<file path="config.mk">
export PLATFORM = sky130hd
export DESIGN_NAME = game_collision_ctrl
export DESIGN_NICKNAME = d
export VERILOG_FILES = /design/src/rtl/game_collision_ctrl.sv
export SDC_FILE = /design/constraint.sdc
export NUM_CORES = 1
export LEC_CHECK = 0
export CORE_AREA = 2 2 124 126
export CTS_CLUSTER_SIZE = 10
export DETAILED_ROUTE_END_ITERATION = 12
export DIE_AREA = 0 0 126 128
export GPL_TIMING_DRIVEN = 1
export PLACE_DENSITY = 0.73
export SLEW_MARGIN = 20
export SYNTH_ARGS = -nofsm -noshare
export SYNTH_HDL_FRONTEND = slang
export SYNTH_SLANG_ARGS = --single-unit
</file>
<file path="constraint.sdc">
create_clock -name iVGA_CLK -period 4.2 [get_ports iVGA_CLK]
set_input_delay 0.42 -clock iVGA_CLK [delete_from_list [all_inputs] [get_ports iVGA_CLK]]
set_output_delay 0.42 -clock iVGA_CLK [all_outputs]
set_load 0.05 [all_outputs]
</file>
<file path="src/rtl/game_collision_ctrl.sv">
// Collision, score, lives and game-state controller for the car game.
// Consumes car/obstacle positions and drives reset_game plus the renderer status outputs.
module game_collision_ctrl #(
  parameter int CAR_W       = 40,
  parameter int CAR_H       = 60,
  parameter int OBS_W       = 50,
  parameter int OBS_H       = 40,
  parameter int LIVES_INI   = 3,
  parameter int HIT_TICKS   = 25_000_000,
  parameter int BLINK_TICKS = 3_125_000
) (
  input  logic        iVGA_CLK,
  input  logic        iRST,
  input  logic        start,
  input  logic [9:0]  car_h_pos,
  input  logic [8:0]  car_v_pos,
  input  logic [9:0]  obs1_h_pos,
  input  logic [8:0]  obs1_v_pos,
  input  logic [9:0]  obs2_h_pos,
  input  logic [8:0]  obs2_v_pos,
  output logic        reset_game,
  output logic [1:0]  lives,
  output logic [13:0] score,
  output logic        game_over,
  output logic        car_visible,
  output logic        hit_pulse
);

  localparam int TW = $clog2(HIT_TICKS + 1);
  localparam int BW = $clog2(BLINK_TICKS + 1);
  localparam logic [13:0] SCORE_MAX = 14'd16383;

  typedef enum logic [1:0] {
    ST_IDLE      = 2'd0,
    ST_PLAYING   = 2'd1,
    ST_HIT       = 2'd2,
    ST_GAME_OVER = 2'd3
  } state_t;

  // All four edge tests widened to 11 bits so right/bottom edges never wrap.
  function automatic logic overlap(input logic [9:0] ch, input logic [8:0] cv,
                                   input logic [9:0] oh, input logic [8:0] ov);
    logic [10:0] ch_e, cv_e, oh_e, ov_e;
    ch_e = {1'b0, ch};
    cv_e = {2'b00, cv};
    oh_e = {1'b0, oh};
    ov_e = {2'b00, ov};
    overlap = (ch_e < oh_e + 11'(OBS_W)) && (oh_e < ch_e + 11'(CAR_W)) &&
              (cv_e < ov_e + 11'(OBS_H)) && (ov_e < cv_e + 11'(CAR_H));
  endfunction

  state_t        state_r;
  logic          hit1_r, hit2_r;
  logic [8:0]    prev_v1_r, prev_v2_r;
  logic [TW-1:0] timer_r;
  logic [BW-1:0] blink_r;
  logic          wrap1_s, wrap2_s;
  logic [14:0]   score_sum_s;
  logic [13:0]   score_next_s;

  // Wrap detection and saturating score increment
  always_comb begin
    wrap1_s     = (obs1_v_pos < prev_v1_r);
    wrap2_s     = (obs2_v_pos < prev_v2_r);
    score_sum_s = {1'b0, score} + 15'(wrap1_s) + 15'(wrap2_s);
    if (score_sum_s > {1'b0, SCORE_MAX}) begin
      score_next_s = SCORE_MAX;
    end else begin
      score_next_s = score_sum_s[13:0];
    end
  end

  // Stage 1: registered overlap flags and previous obstacle rows
  always_ff @(posedge iVGA_CLK or posedge iRST) begin
    if (iRST) begin
      hit1_r    <= 1'b0;
      hit2_r    <= 1'b0;
      prev_v1_r <= 9'd0;
      prev_v2_r <= 9'd0;
    end else begin
      hit1_r    <= overlap(car_h_pos, car_v_pos, obs1_h_pos, obs1_v_pos);
      hit2_r    <= overlap(car_h_pos, car_v_pos, obs2_h_pos, obs2_v_pos);
      prev_v1_r <= obs1_v_pos;
      prev_v2_r <= obs2_v_pos;
    end
  end

  // Game FSM with registered outputs
  always_ff @(posedge iVGA_CLK or posedge iRST) begin
    if (iRST) begin
      state_r     <= ST_IDLE;
      reset_game  <= 1'b1;
      lives       <= 2'd0;
      score       <= 14'd0;
      game_over   <= 1'b0;
      car_visible <= 1'b1;
      hit_pulse   <= 1'b0;
      timer_r     <= '0;
      blink_r     <= '0;
    end else begin
      hit_pulse <= 1'b0;
      case (state_r)
        ST_IDLE: begin
          reset_game <= 1'b1;
          if (start) begin
            state_r    <= ST_PLAYING;
            lives      <= 2'(LIVES_INI);
            score      <= 14'd0;
            reset_game <= 1'b0;
          end
        end
        ST_PLAYING: begin
          score <= score_next_s;
          if (hit1_r || hit2_r) begin
            lives     <= lives - 2'd1;
            hit_pulse <= 1'b1;
            timer_r   <= '0;
            blink_r   <= '0;
            if (lives == 2'd1) begin
              state_r    <= ST_GAME_OVER;
              game_over  <= 1'b1;
              reset_game <= 1'b1;
            end else begin
              state_r     <= ST_HIT;
              car_visible <= 1'b0;
            end
          end
        end
        ST_HIT: begin
          score <= score_next_s;
          if (timer_r == TW'(HIT_TICKS - 1)) begin
            state_r     <= ST_PLAYING;
            car_visible <= 1'b1;
            timer_r     <= '0;
            blink_r     <= '0;
          end else begin
            timer_r <= timer_r + TW'(1);
            if (blink_r == BW'(BLINK_TICKS - 1)) begin
              blink_r     <= '0;
              car_visible <= ~car_visible;
            end else begin
              blink_r <= blink_r + BW'(1);
            end
          end
        end
        ST_GAME_OVER: begin
          game_over  <= 1'b1;
          reset_game <= 1'b1;
          if (start) begin
            state_r    <= ST_PLAYING;
            lives      <= 2'(LIVES_INI);
            score      <= 14'd0;
            game_over  <= 1'b0;
            reset_game <= 1'b0;
          end
        end
        default: begin
          state_r <= ST_IDLE;
        end
      endcase
    end
  end

endmodule

</file>
Word level (Yosys, flattened, before mapping)
Index checks and enable logic that the tools add are counted.
{ "classes": {"add_sub_neg": 11, "order_cmp": 11, "eq_ne": 12, "mux": 30, "bitwise": 1, "n_reduce_logical": 19} }
{ "op_table": {"columns": ["operator", "n"], "rows": [
  ["$mux W22", 3],
  ["$mux W25", 2],
  ["$pmux W25 S2", 1],
  ["$lt A10 B11 Y1", 4],
  ["$pmux W22 S2", 1],
  ["$add A10 B6 Y11 const B", 3],
  ["$add A9 B6 Y10 const B", 3],
  ["$lt A9 B10 Y1", 3],
  ["$mux W14", 2],
  ["$pmux W14 S2", 1],
  ["$add A25 B1 Y25 const B", 1],
  ["$eq A25 B25 Y1 const B", 1],
  ["$add A22 B1 Y22 const B", 1],
  ["$eq A22 B22 Y1 const B", 1],
  ["$lt A9 B9 Y1", 2],
  ["$add A14 B1 Y15", 1],
  ["$add A15 B1 Y15", 1],
  ["$gt A15 B14 Y1 const B", 1],
  ["$reduce_and A3 Y1", 4],
  ["$lt A9 B11 Y1", 1],
  ["$mux W1", 10],
  ["$mux W2", 5],
  ["$ne A2 B2 Y1 const B", 4],
  ["$logic_and A1 B1 Y1", 6],
  ["15 further kinds", 22]
]} }
{ "word_totals": {"regBits": 89} }

Logic depth before layout (Yosys ltp)
Gate-level depths: netlist (run 1).
{ "depth": {"word_depth": 6, "mapped_depth": 16, "ltp_nobuf": 15} }

Least setup slack after synthesis (run 1)
OpenSTA, ideal clock, no wires.
{ "synth_path": {"path_type": "input to register", "from": "input obs2_v_pos[6]", "to": "register score[5]", "setup_time_ns": 0.099, "arrival_ns": 2.983, "t_required_ns": 4.101, "setup_slack_ns": 1.117, "stages": 15, "path_buffers": 1, "path_cell_list": "ha_1 -> o21a_1 -> o21ai_0 -> nor2_1 -> nor2_1 -> o31ai_1 -> fa_1 -> inv_1 -> ha_1 -> nand2_1 -> or4_1 -> buf_2 -> o21ai_0 -> a21oi_1 -> a311oi_1"} }
{ "synth_via": {"elab_chain_cells": 5} }
{ "synth_lines": {"columns": ["item", "line_no", "source"], "rows": [
  ["start, declared", "20", "input logic [8:0] obs2_v_pos,"],
  ["$lt A9 B9 Y1 (*)", "64", "wrap2_s = (obs2_v_pos < prev_v2_r);"],
  ["$add A15 B1 Y15 (*)", "65", "score_sum_s = {1'b0, score} + 15'(wrap1_s) + 15'(wrap2_s);"],
  ["$gt A15 B14 Y1", "66", "if (score_sum_s > {1'b0, SCORE_MAX}) begin"],
  ["$mux W14 (*)", "66", null],
  ["$pmux W14 S2 (*)", "102", "case (state_r)"],
  ["end signal, assigned", "113", "score <= score_next_s;"],
  ["end signal, assigned", "130", "score <= score_next_s;"],
  ["end, declared", "23", "output logic [13:0] score,"]
]} }
Every way passes the cells marked *; elsewhere a longest branch is shown, timed or not.
A chain may end at the register's enable or synchronous reset.

Worst setup path in the final report (run 1)
{ "layout_path": {"from": "input obs2_v_pos[7]", "to": "register score[8]"} }
Same word-level chain as after synthesis.

==> run summary, run 1 <==
Mapped Area: 0.00688 mm²
ANT nets after route: 0
Final setup viols: 0
sw frac: 39.2%
first-pass iteration count of the detailed router: 5
global-route usage over all layers: 20.7%
Crit. End Element: flip-flop
Max-Cap Viols: 0
asr flop ratio synth: 100%
slew margin rel.: 37.6%
Via density: 5.71
Achievable Freq: 285 MHz
fin nets: 992
clock tree buffer depth: 2
DRT Wirelength: 15800 µm
R2R setup slack: 0.95 ns
Die X-Extent: 126 µm
Crit Path Max Fanout: 6
reg2reg start: prev_v2_r[6]$_DFF_PP0_
syn_area_per_cell: 9.18 µm²
Hold Violations, Final: 0
insertion delay to the later sink of the worst-skew pair: 0.34 ns
number of flops mapped to enable cells by yosys: 0
TNS Setup: 0 ns
Int Pwr: 1.97 mW
ys flop type: dfrtp_1
Die ar.: 0.0161 mm²
Clock Skews: 0.00554 ns
Setup crit end: score[8]$_DFFE_PP0N_
cts bufs inserted: 9
switching power: 1.27 mW
pin count of the biggest net entering global routing: 35
diodes inserted: 0
worst setup path startpoint: obs2_v_pos[7]
Die H: 128 µm
period utilisation layout: 83.6%
worst ir drop on vdd: 0.228 mV
Comb power frac: 41.5%
worst-case reg-to-reg path depth: 15
drt wl/cell: 15.4 µm
sequential share of the synthesized area: 32.4%
port buffer count: 79
Crit path required time: 4.46 ns
H-tree depth: 3
CTS tree: done
Synthesis Warnings: 0
outcome: finished clean
initial antenna violation count: 0
initial drt markers: 309
Startpoint Class: primary input
post-CTS resize count: 0
placeable core area: 0.0149 mm²
number of global-route vias before repair: 5789
Clock Sinks: 89
hold buffer count at cts: 0
power density relative to cell area: 395 mW/mm²
clock slew at reported path FFs: 0.06 ns
Syn-to-layout area delta: 19.1%
Setup Fix Bufs, Post-CTS: 0
first-pass GRT wire length: 27600 µm
Starting Density: 46.3%
total number of vias: 5861
P_leak: 3.70 nW
Placement Rows: 45
DRC errors left: 0
crit path DAT: 3.77 ns
RSZ-0062 raised after global routing: no
post-DP HPWL: 12200 µm
reg2reg end: score[8]$_DFFE_PP0N_
Worst Tran Pin Value: 0.933 ns
Yosys cell types: 71
min cycle time layout: 3.51 ns
worst hold slack: 0.455 ns
register bit total from synthesis: 89
GP Congestion: 0.805
total congestion overflow: 0
syn nets: 907
Post-Synthesis Cells: 749
Root Buffer: clkbuf_16
Reg power frac: 31.6%
clock power share: 26.9%
layout cells sized above 1: 5.60%
io pins: 80
Pins Over Slew Limit: 0
Crit Path Category: primary input to flip-flop
HP Class: primary input to asynchronous set/reset pin
[sequential cells by signal (all words and copies together) (netlist names)]
| name | cells |
|---|---|
| blink_r | 22 |
| reset_game | 1 |
| timer_r | 25 |
| game_over | 1 |
| hit1_r | 1 |
| hit_pulse | 1 |
| score | 14 |
| state_r | 2 |
| prev_v2_r | 9 |
| prev_v1_r | 9 |
| lives | 2 |
| car_visible | 1 |
| hit2_r | 1 |
[cells by family after synthesis]
kind of cell    Yosys count  synth area share, %
compound gates          157                 15.3
xor+xnor                 61                 7.77
fa+ha+maj                98                 17.9
buf+inv                  63                 4.35
flops                    89                 32.4
mux                       3                0.601
simple gates            278                 21.6
[critical path: stages]
cell,delay (ns)
clkdlybuf4s50_1,0.59
ha_1,0.27
o21a_1,0.10
o21ai_0,0.29
nor2_1,0.09
nor2_1,0.12
o31ai_1,0.11
fa_1,0.43
inv_1,0.07
ha_1,0.15
nand2_1,0.11
nor4b_1,0.53
and3_1,0.25
o21ai_0,0.08
a31oi_1,0.15
[per-stage QoR]
| step | cell area, µm² | worst slack [ns] | utilization (%) | total power [mW] | std cells |
|---|---|---|---|---|---|
| 2_1_floorplan | 6880 | 1.12 | - | 2.00 | 749 |
| 3_3_place_gp | 7860 | 0.470 | 52.9 | 2.36 | 1011 |
| 3_5_place_dp | 7860 | 0.362 | 52.9 | 2.38 | 1011 |
| 4_1_cts | 8190 | 0.723 | 55.1 | 3.26 | 1027 |
| 5_1_grt | 8190 | 0.353 | 55.1 | 3.45 | 1027 |
| 6_report | 8190 | 0.689 | 55.1 | 3.23 | 1027 |
[power groups by stage]
stage	Sequential, mW	Clock (mW)	Combinational [mW]
floorplan	1.15	0	0.844
global placement	1.04	0	1.32
detailed placement	1.04	0	1.35
CTS	1.02	0.891	1.35
global route	1.04	0.923	1.49
finish	1.02	0.870	1.34
[worst min-delay path by stage]
stage          cells after the start                       to                     from  slack (ns)
6_report                           2   prev_v2_r[2]$_DFF_PP0_                     iRST        0.45
5_1_grt                            2   prev_v1_r[1]$_DFF_PP0_                     iRST        0.51
4_1_cts                            2  blink_r[10]$_DFFE_PP0P_                     iRST        0.47
3_5_place_dp                       1  blink_r[21]$_DFFE_PP0P_  blink_r[21]$_DFFE_PP0P_        0.48
3_3_place_gp                       1  timer_r[24]$_DFFE_PP0P_  timer_r[24]$_DFFE_PP0P_        0.48
2_1_floorplan                      1  blink_r[21]$_DFFE_PP0P_  blink_r[21]$_DFFE_PP0P_        0.44
[layout by cell type, fill, tap and decap left out, types with 3 or more instances in the layout]
cell             instances
ha_1                    97
dfrtp_1                 87
clkdlybuf4s50_1         79
nor2_1                  67
inv_1                   47
nand2_1                 47
nand3_1                 33
a21oi_1                 33
xor2_1                  32
a31oi_1                 30
xnor2_1                 29
nand4_1                 28
o21ai_0                 27
nor3_1                  24
nand2b_1                18
and3_1                  16
o21a_1                  12
a21o_1                  11
buf_4                   10
clkbuf_16                9
o2111ai_1                6
nor4_1                   5
a211oi_1                 5
nor4b_1                  4
o31ai_1                  4
nor2b_1                  4
clkbuf_8                 4
and4_1                   3
and2_1                   3
nand3b_1                 3
nor3b_1                  3
o211a_1                  3
a211o_1                  3
[Yosys cell counts (all sizes together), types with 16 or more instances]
cell | number | area (µm²)
xor2 | 32 | 280
nor2 | 67 | 251
nand4 | 28 | 175
inv | 48 | 180
nand2b | 18 | 113
a31oi | 31 | 200
nor3 | 25 | 130
dfrtp | 87 | 2180
nand3 | 33 | 165
xnor2 | 29 | 254
and3 | 16 | 100
ha | 97 | 1210
nand2 | 47 | 176
a21oi | 34 | 181
o21ai | 28 | 144
[area by class of cell]
class | instances | area, µm²
fillers | 1400 | 6680
repair buffers | 89 | 866
clock buffers | 13 | 280
multi-input cells | 597 | 4350
well taps | 188 | 235
inverters | 48 | 181
flip-flops and latches | 89 | 2230
clock inverters | 3 | 46.3
[layer usage]
metal / global-route usage [%] / part of all wire (%) / routed length, µm / vias to the layer above
li1: - / - / - / 2918
met1: 27.3 / 47 / 7400 / 2766
met2: 35.4 / 48 / 7610 / 155
met3: 3.71 / 3.8 / 603 / 22
met4: 4.78 / 1.4 / 221 / 0
met5: 0 / 0 / 0 / -
No activity file was read; power rests on OpenSTA's default activity.
==> run 2, diff against run 1 <==
==> constraint.sdc (replaced) <==
create_clock -name iVGA_CLK -period 3.3 [get_ports iVGA_CLK]
set_input_delay 0.33 -clock iVGA_CLK [delete_from_list [all_inputs] [get_ports iVGA_CLK]]
set_output_delay 0.33 -clock iVGA_CLK [all_outputs]
set_load 0.05 [all_outputs]
==> run 2 against run 1 <==
Effect of this change:
- register-to-register slack worse by 0.64 ns
- critical path depth stayed put
- global-route usage is 0.45 points lower
- count of clock-buffer cells in the layout is 3 lower
- combinational power is 31% higher
- worst setup slack worse by 0.45 ns
- cell count is 2.1% higher
- first-iteration DRC count is 1.9% higher
- sequential share of layout area is 0.61 points lower
- power is 30% higher
- non-clock buffer count is 22 higher
- largest cell class unchanged
==> run summary, run 2 (synthesis results as in run 1) <==
outcome: finished clean (unchanged)
port buffer count: 79 (unchanged)
sw frac: 39.2% (about the same)
Crit Path Max Fanout: 3 (was 6)
Via density: 5.61 (was 5.71)
initial antenna violation count: 0 (unchanged)
global-route usage over all layers: 20.2% (was 20.7%)
min cycle time layout: 3.06 ns
insertion delay to the later sink of the worst-skew pair: 0.35 ns (was 0.34 ns)
HP Class: primary input to asynchronous set/reset pin (unchanged)
switching power: 1.64 mW (was 1.27 mW)
DRT Wirelength: 15700 µm (was 15800 µm)
number of global-route vias before repair: 5647 (was 5789)
io pins: 80 (unchanged)
drt wl/cell: 14.9 µm (was 15.4 µm)
Comb power frac: 42.1% (was 41.5%)
total number of vias: 5887 (was 5861)
Crit Path Category: primary input to flip-flop (unchanged)
Worst Tran Pin Value: 0.783 ns (was 0.933 ns)
commonest non-fill, non-tap cell in the layout: ha_1 (unchanged)
Hold Violations, Final: 0 (unchanged)
DRC errors left: 0 (unchanged)
Setup Fix Bufs, Post-CTS: 0 (unchanged)
ANT nets after route: 0 (unchanged)
most frequent cells in the layout: ha_1, dfrtp_1, clkdlybuf4s50_1 (unchanged)
H-tree depth: 3 (unchanged)
Placement Rows: 45 (unchanged)
CP max stage delay: 0.51 ns (was 0.59 ns)
Root Buffer: clkbuf_16 (unchanged)
Clock Sinks: 89 (unchanged)
clock tree buffer depth: 2 (unchanged)
period utilisation layout: 92.7%
first-pass iteration count of the detailed router: 5 (unchanged)
Max-Cap Viols: 0 (unchanged)
Pins Over Slew Limit: 0 (unchanged)
worst-path cell chain: clkdlybuf4s50_1 -> ha_1 -> o21a_1 -> o21ai_1 -> nor2_1 -> nor2_1 -> o31ai_1 -> fa_2 -> inv_1 -> ha_1 -> nand2_1 -> or4_1 -> o21ai_0 -> a21oi_1 -> a311oi_1 (was clkdlybuf4s50_1 -> ha_1 -> o21a_1 -> o21ai_0 -> nor2_1 -> nor2_1 -> o31ai_1 -> fa_1 -> inv_1 -> ha_1 -> nand2_1 -> nor4b_1 -> and3_1 -> o21ai_0 -> a31oi_1)
Int Pwr: 2.55 mW (was 1.97 mW)
fin nets: 1014 (was 992)
first-pass GRT wire length: 27000 µm (was 27600 µm)
Syn-to-layout area delta: 21.8% (was 19.1%)
worst setup path startpoint: obs2_v_pos[6] (was obs2_v_pos[7])
total congestion overflow: 0 (unchanged)
Crit-path slowest cell: or4_1 (was clkdlybuf4s50_1)
Clock Skews: 0.0105 ns (was 0.00554 ns)
pin count of the biggest net entering global routing: 38 (was 35)
TNS Setup: 0 ns (unchanged)
CTS tree: done (unchanged)
initial drt markers: 315 (was 309)
power density relative to cell area: 500 mW/mm² (was 395 mW/mm²)
P_leak: 3.81 nW (was 3.70 nW)
crit path DAT: 3.31 ns (was 3.77 ns)
Die H: 128 µm (unchanged)
Final setup viols: 0 (unchanged)
layout filler cell count: 1336 (was 1400)
layout cells sized above 1: 8.25% (was 5.60%)
slew margin rel.: 47.4% (was 37.6%)
worst ir drop on vdd: 0.348 mV (was 0.228 mV)
Crit. End Element: flip-flop (unchanged)
Most flops, register: timer_r (unchanged)
placeable core area: 0.0149 mm² (unchanged)
Startpoint Class: primary input (unchanged)
max FFs per register: 25 (unchanged)
Starting Density: 46.3% (unchanged)
Die X-Extent: 126 µm (unchanged)
GP Congestion: 0.853 (was 0.805)
Achievable Freq: 327 MHz
clock power share: 26.9% (about the same)
Crit path required time: 3.55 ns (was 4.46 ns)
post-DP HPWL: 12100 µm (was 12200 µm)
cts bufs inserted: 9 (unchanged)
Largest regs: timer_r (25), blink_r (22), score (14) (unchanged)
post-CTS resize count: 0 (unchanged)
Power Total: 4.19 mW (was 3.23 mW)
Reg power frac: 31.0% (was 31.6%)
hold buffer count at cts: 0 (unchanged)
Die ar.: 0.0161 mm² (unchanged)
clock slew at reported path FFs: 0.07 ns (was 0.06 ns)
diodes inserted: 0 (unchanged)
reg2reg start: prev_v2_r[6]$_DFF_PP0_ (unchanged)
RSZ-0062 raised after global routing: no (unchanged)
[run 2: cell types whose count changed in the layout (fill, tap and decap cells not counted), sizes merged]
cell and change:
bufinv +1, buf +22, clkbuf -3, inv +1, clkinv +1
[run 2: worst max-delay path, delay by kind of cell]
| kind | cells | cell delay, ns |
|---|---|---|
| buffers and inverters | 2 | 0.49 |
| adders and majority gates | 3 | 0.87 |
| and+or+nand+nor | 4 | 0.75 |
| AOI/OAI and AO/OA | 6 | 0.87 |
[run 2: final timing paths]
check / end / slack (ns) / cells past startpoint
setup / recovery: score[5]$_DFFE_PP0N_ / 0.24 / 15
hold / removal: blink_r[11]$_DFFE_PP0P_ / 0.38 / 2
setup reg to reg: score[5]$_DFFE_PP0N_ / 0.31 / 15
hold reg to reg: blink_r[21]$_DFFE_PP0P_ / 0.49 / 1
max in group asynchronous: reset_game$_DFFE_PP1P_ / 2.16 / 3
min in group iVGA_CLK: blink_r[21]$_DFFE_PP0P_ / 0.49 / 1
[run 2: layout make-up]
cell class | count | area [µm²] | area share (%)
clock inverter | 6 | 90.1 | 1.08
inverter | 48 | 181 | 2.17
clock buffer | 10 | 239 | 2.85
multi-input combinational | 597 | 4360 | 52.0
sequential | 89 | 2230 | 26.6
tap | 188 | 235 | 2.81
timing repair buffer | 111 | 1040 | 12.5
[run 2: layer usage]
metal,global-route usage (%),share of wire [%],vias to the layer above
met5,0,0,-
met4,3.94,0.84,0
met3,3.84,3.3,10
met2,32.5,47,110
met1,28.7,49,2808
li1,-,-,2959
[run 2: per-stage QoR]
| step | instance area, µm² | utilization, % | setup slack, ns | cells | hold WS [ns] |
|---|---|---|---|---|---|
| 2_1_floorplan | 6880 | - | 0.307 | 749 | 0.361 |
| 3_3_place_gp | 8040 | 54.1 | -0.191 | 1033 | 0.483 |
| 3_5_place_dp | 8040 | 54.1 | -0.241 | 1033 | 0.490 |
| 4_1_cts | 8370 | 56.3 | 0.115 | 1049 | 0.403 |
| 5_1_grt | 8370 | 56.3 | 0.0102 | 1049 | 0.444 |
| 6_report | 8370 | 56.3 | 0.240 | 1049 | 0.381 |
[run 2: power by group through the flow]
stage | Clock (mW) | Sequential (mW) | Combinational, mW
4_1_cts | 1.15 | 1.30 | 1.76
5_1_grt | 1.20 | 1.32 | 1.95
3_3_place_gp | 0 | 1.32 | 1.72
3_5_place_dp | 0 | 1.32 | 1.75
6_report | 1.13 | 1.30 | 1.76
2_1_floorplan | 0 | 1.47 | 1.07
==> run 3, diff against run 2 <==
--- a/config.mk
+++ b/config.mk
@@ -5,12 +5,13 @@
 export SDC_FILE = /design/constraint.sdc
 export NUM_CORES = 1
 export LEC_CHECK = 0
-export CORE_AREA = 2 2 124 126
+export CORE_AREA = 2 2 102 154
 export CTS_CLUSTER_SIZE = 10
 export DETAILED_ROUTE_END_ITERATION = 12
-export DIE_AREA = 0 0 126 128
+export DIE_AREA = 0 0 104 156
 export GPL_TIMING_DRIVEN = 1
-export PLACE_DENSITY = 0.73
+export MAX_ROUTING_LAYER = met4
+export PLACE_DENSITY = 0.72
 export SLEW_MARGIN = 20
 export SYNTH_ARGS = -nofsm -noshare
 export SYNTH_HDL_FRONTEND = slang
==> run 3 against run 2 <==
Effect of this change:
- sequential share of layout area down 0.17 points
- critical path type unchanged
- core utilization up 0.35 points
- global-route usage up 1.8 points
- count of clock-buffer cells in the layout down 1
- largest cell class unchanged
==> run summary, run 3 (synthesis results as in run 1) <==
outcome: finished clean (unchanged)
Crit path required time: 3.56 ns (was 3.55 ns)
placed cells: 1052 (was 1033)
global-route usage over all layers: 22.0% (was 20.2%)
GR Util met1: 23.4% (was 28.7%)
reg2reg start: prev_v2_r[6]$_DFF_PP0_ (unchanged)
Crit path buffers/inverters: 2 (unchanged)
CTS tree: done (unchanged)
Clock Skews: 0.0129 ns (was 0.0105 ns)
layout cells sized above 1: 9.55% (was 8.25%)
io pins: 80 (unchanged)
period utilisation layout: 95.1% (was 92.7%)
clock tree buffer depth: 2 (unchanged)
fin area: 0.00843 mm² (was 0.00837 mm²)
Die H: 156 µm (was 128 µm)
R2R setup slack: 0.23 ns (was 0.31 ns)
Crit path top cell by count: nor2_1
diodes inserted: 0 (unchanged)
Final setup viols: 0 (unchanged)
Reg power frac: 31.7% (was 31.0%)
post-DP HPWL: 13500 µm (was 12100 µm)
first-pass iteration count of the detailed router: 4 (was 5)
Starting Density: 46.3% (unchanged)
final worst setup slack: 0.163 ns (was 0.240 ns)
Die ar.: 0.0162 mm² (was 0.0161 mm²)
RSZ-0062 raised after global routing: yes (was no)
ANT nets after route: 0 (unchanged)
Int Pwr: 2.41 mW (was 2.55 mW)
port buffer count: 79 (unchanged)
min cycle time layout: 3.14 ns (was 3.06 ns)
slew margin rel.: 50.7% (was 47.4%)
DRT Wirelength: 16800 µm (was 15700 µm)
initial antenna violation count: 0 (unchanged)
Comb power frac: 43.4% (was 42.1%)
Achievable Freq: 319 MHz (was 327 MHz)
Placement Rows: 55 (was 45)
Via density: 5.65 (was 5.61)
drt wl/cell: 15.7 µm (was 14.9 µm)
Crit Path Category: primary input to flip-flop (unchanged)
placeable core area: 0.0149 mm² (unchanged)
GP Congestion: 0.871 (was 0.853)
Cell Count, Final, Fillers Out: 1068 (was 1049)
first-pass GRT wire length: 28300 µm (was 27000 µm)
fin nets: 1022 (was 1014)
cts bufs inserted: 9 (unchanged)
worst-path cell chain: clkdlybuf4s50_1 -> ha_1 -> o21a_1 -> o21ai_1 -> nor2_1 -> nor2_1 -> o31ai_2 -> fa_1 -> inv_1 -> ha_2 -> nand2_2 -> or3_1 -> nor2_1 -> nor4b_1 -> a311oi_1 (was clkdlybuf4s50_1 -> ha_1 -> o21a_1 -> o21ai_1 -> nor2_1 -> nor2_1 -> o31ai_1 -> fa_2 -> inv_1 -> ha_1 -> nand2_1 -> or4_1 -> o21ai_0 -> a21oi_1 -> a311oi_1)
initial drt markers: 214 (was 315)
clock power share: 24.9% (was 26.9%)
reg2reg end: score[5]$_DFFE_PP0N_ (unchanged)
Crit path depth: 15 (unchanged)
total number of vias: 6039 (was 5887)
worst-case reg-to-reg path depth: 15 (unchanged)
insertion delay to the later sink of the worst-skew pair: 0.35 ns (about the same)
Crit. End Element: flip-flop (unchanged)
Die X-Extent: 104 µm (was 126 µm)
Worst Tran Pin Value: 0.739 ns (was 0.783 ns)
Hold Violations, Final: 0 (unchanged)
sw frac: 41.2% (was 39.2%)
total congestion overflow: 0 (unchanged)
H-tree depth: 3 (unchanged)
met3 Usage GRT: 1.59% (was 3.84%)
Largest regs: timer_r (25), blink_r (22), score (14) (unchanged)
Most flops, register: timer_r (unchanged)
crit path DAT: 3.40 ns (was 3.31 ns)
number of global-route vias before repair: 6042 (was 5647)
commonest non-fill, non-tap cell in the layout: ha_1 (unchanged)
Most Used Layer, Global Route: met2 (unchanged)
Crit-path slowest cell: clkdlybuf4s50_1 (was or4_1)
Pins Over Slew Limit: 0 (unchanged)
layout filler cell count: 1355 (was 1336)
Clock Sinks: 89 (unchanged)
CP top delay family: simple AND/OR/NAND/NOR gates (was adder cells)
Max-Cap Viols: 0 (unchanged)
clock slew at reported path FFs: 0.07 ns (about the same)
max FFs per register: 25 (unchanged)
utilization after layout: 56.7% (was 56.3%)
pin count of the biggest net entering global routing: 49 (was 38)
worst ir drop on vdd: 0.280 mV (was 0.348 mV)
Setup WS pre-CTS: -0.283 ns (was -0.241 ns)
DRC errors left: 0 (unchanged)
met2 Resource Use GR: 41.3% (was 32.5%)
most frequent cells in the layout: ha_1, dfrtp_1, clkdlybuf4s50_1 (unchanged)
power density relative to cell area: 486 mW/mm² (was 500 mW/mm²)
Crit Path Max Fanout: 4 (was 3)
HP Class: primary input to asynchronous set/reset pin (unchanged)
Setup Fix Bufs, Post-CTS: 0 (unchanged)
P_leak: 3.84 nW (was 3.81 nW)
Startpoint Class: primary input (unchanged)
Syn-to-layout area delta: 22.6% (was 21.8%)
Placed Area: 0.00811 mm² (was 0.00804 mm²)
Root Buffer: clkbuf_16 (unchanged)
CP max stage delay: 0.43 ns (was 0.51 ns)
switching power: 1.69 mW (was 1.64 mW)
[run 3: how the worst max path moves through the flow]
stage,startpoint,to,slack [ns]
final,obs2_v_pos[6],score[5]$_DFFE_PP0N_,0.16
after global routing,obs2_v_pos[6],score[5]$_DFFE_PP0N_,-0.03
after CTS,obs2_v_pos[6],score[5]$_DFFE_PP0N_,0.07
after detailed placement,obs2_v_pos[6],score[5]$_DFFE_PP0N_,-0.28
after global placement,obs2_v_pos[6],score[5]$_DFFE_PP0N_,-0.23
after floorplan,obs2_v_pos[6],score[5]$_DFFE_PP0N_,0.31
[run 3: per-stage QoR]
step	setup TNS, ns	power [mW]	hold slack [ns]
after floorplan	0	2.54	0.361
after global placement	-2.08	3.07	0.483
after detailed placement	-2.84	3.09	0.477
after CTS	0	4.11	0.427
after global routing	-0.0718	4.38	0.461
final	0	4.09	0.403
[run 3: area by class of cell]
| cell class | count | area, µm² | share of cell area [%] |
|---|---|---|---|
| clock buffer | 9 | 225 | 2.67 |
| clock inverter | 7 | 67.6 | 0.802 |
| inverter | 48 | 181 | 2.15 |
| multi-input combinational | 597 | 4370 | 51.9 |
| sequential | 89 | 2230 | 26.5 |
| tap | 199 | 249 | 2.95 |
| timing repair buffer | 119 | 1100 | 13.1 |
[run 3: routing by layer]
metal	up-vias	wire length, µm
met5	-	0
met4	0	616
met3	43	433
met2	122	9200
met1	2901	6530
li1	2973	-
[run 3: what timing repair did]
action                                  CTS  global route
hold buffers                              0             0
endpoints found under the setup margin    0            12
resized for setup                         0             9
[run 3: power by group through the flow]
| stage | Combinational, mW | Sequential (mW) | Clock, mW |
|---|---|---|---|
| floorplan | 1.07 | 1.47 | 0 |
| global placement | 1.75 | 1.32 | 0 |
| detailed placement | 1.77 | 1.32 | 0 |
| CTS | 1.78 | 1.30 | 1.03 |
| global route | 1.98 | 1.32 | 1.08 |
| finish | 1.78 | 1.30 | 1.02 |
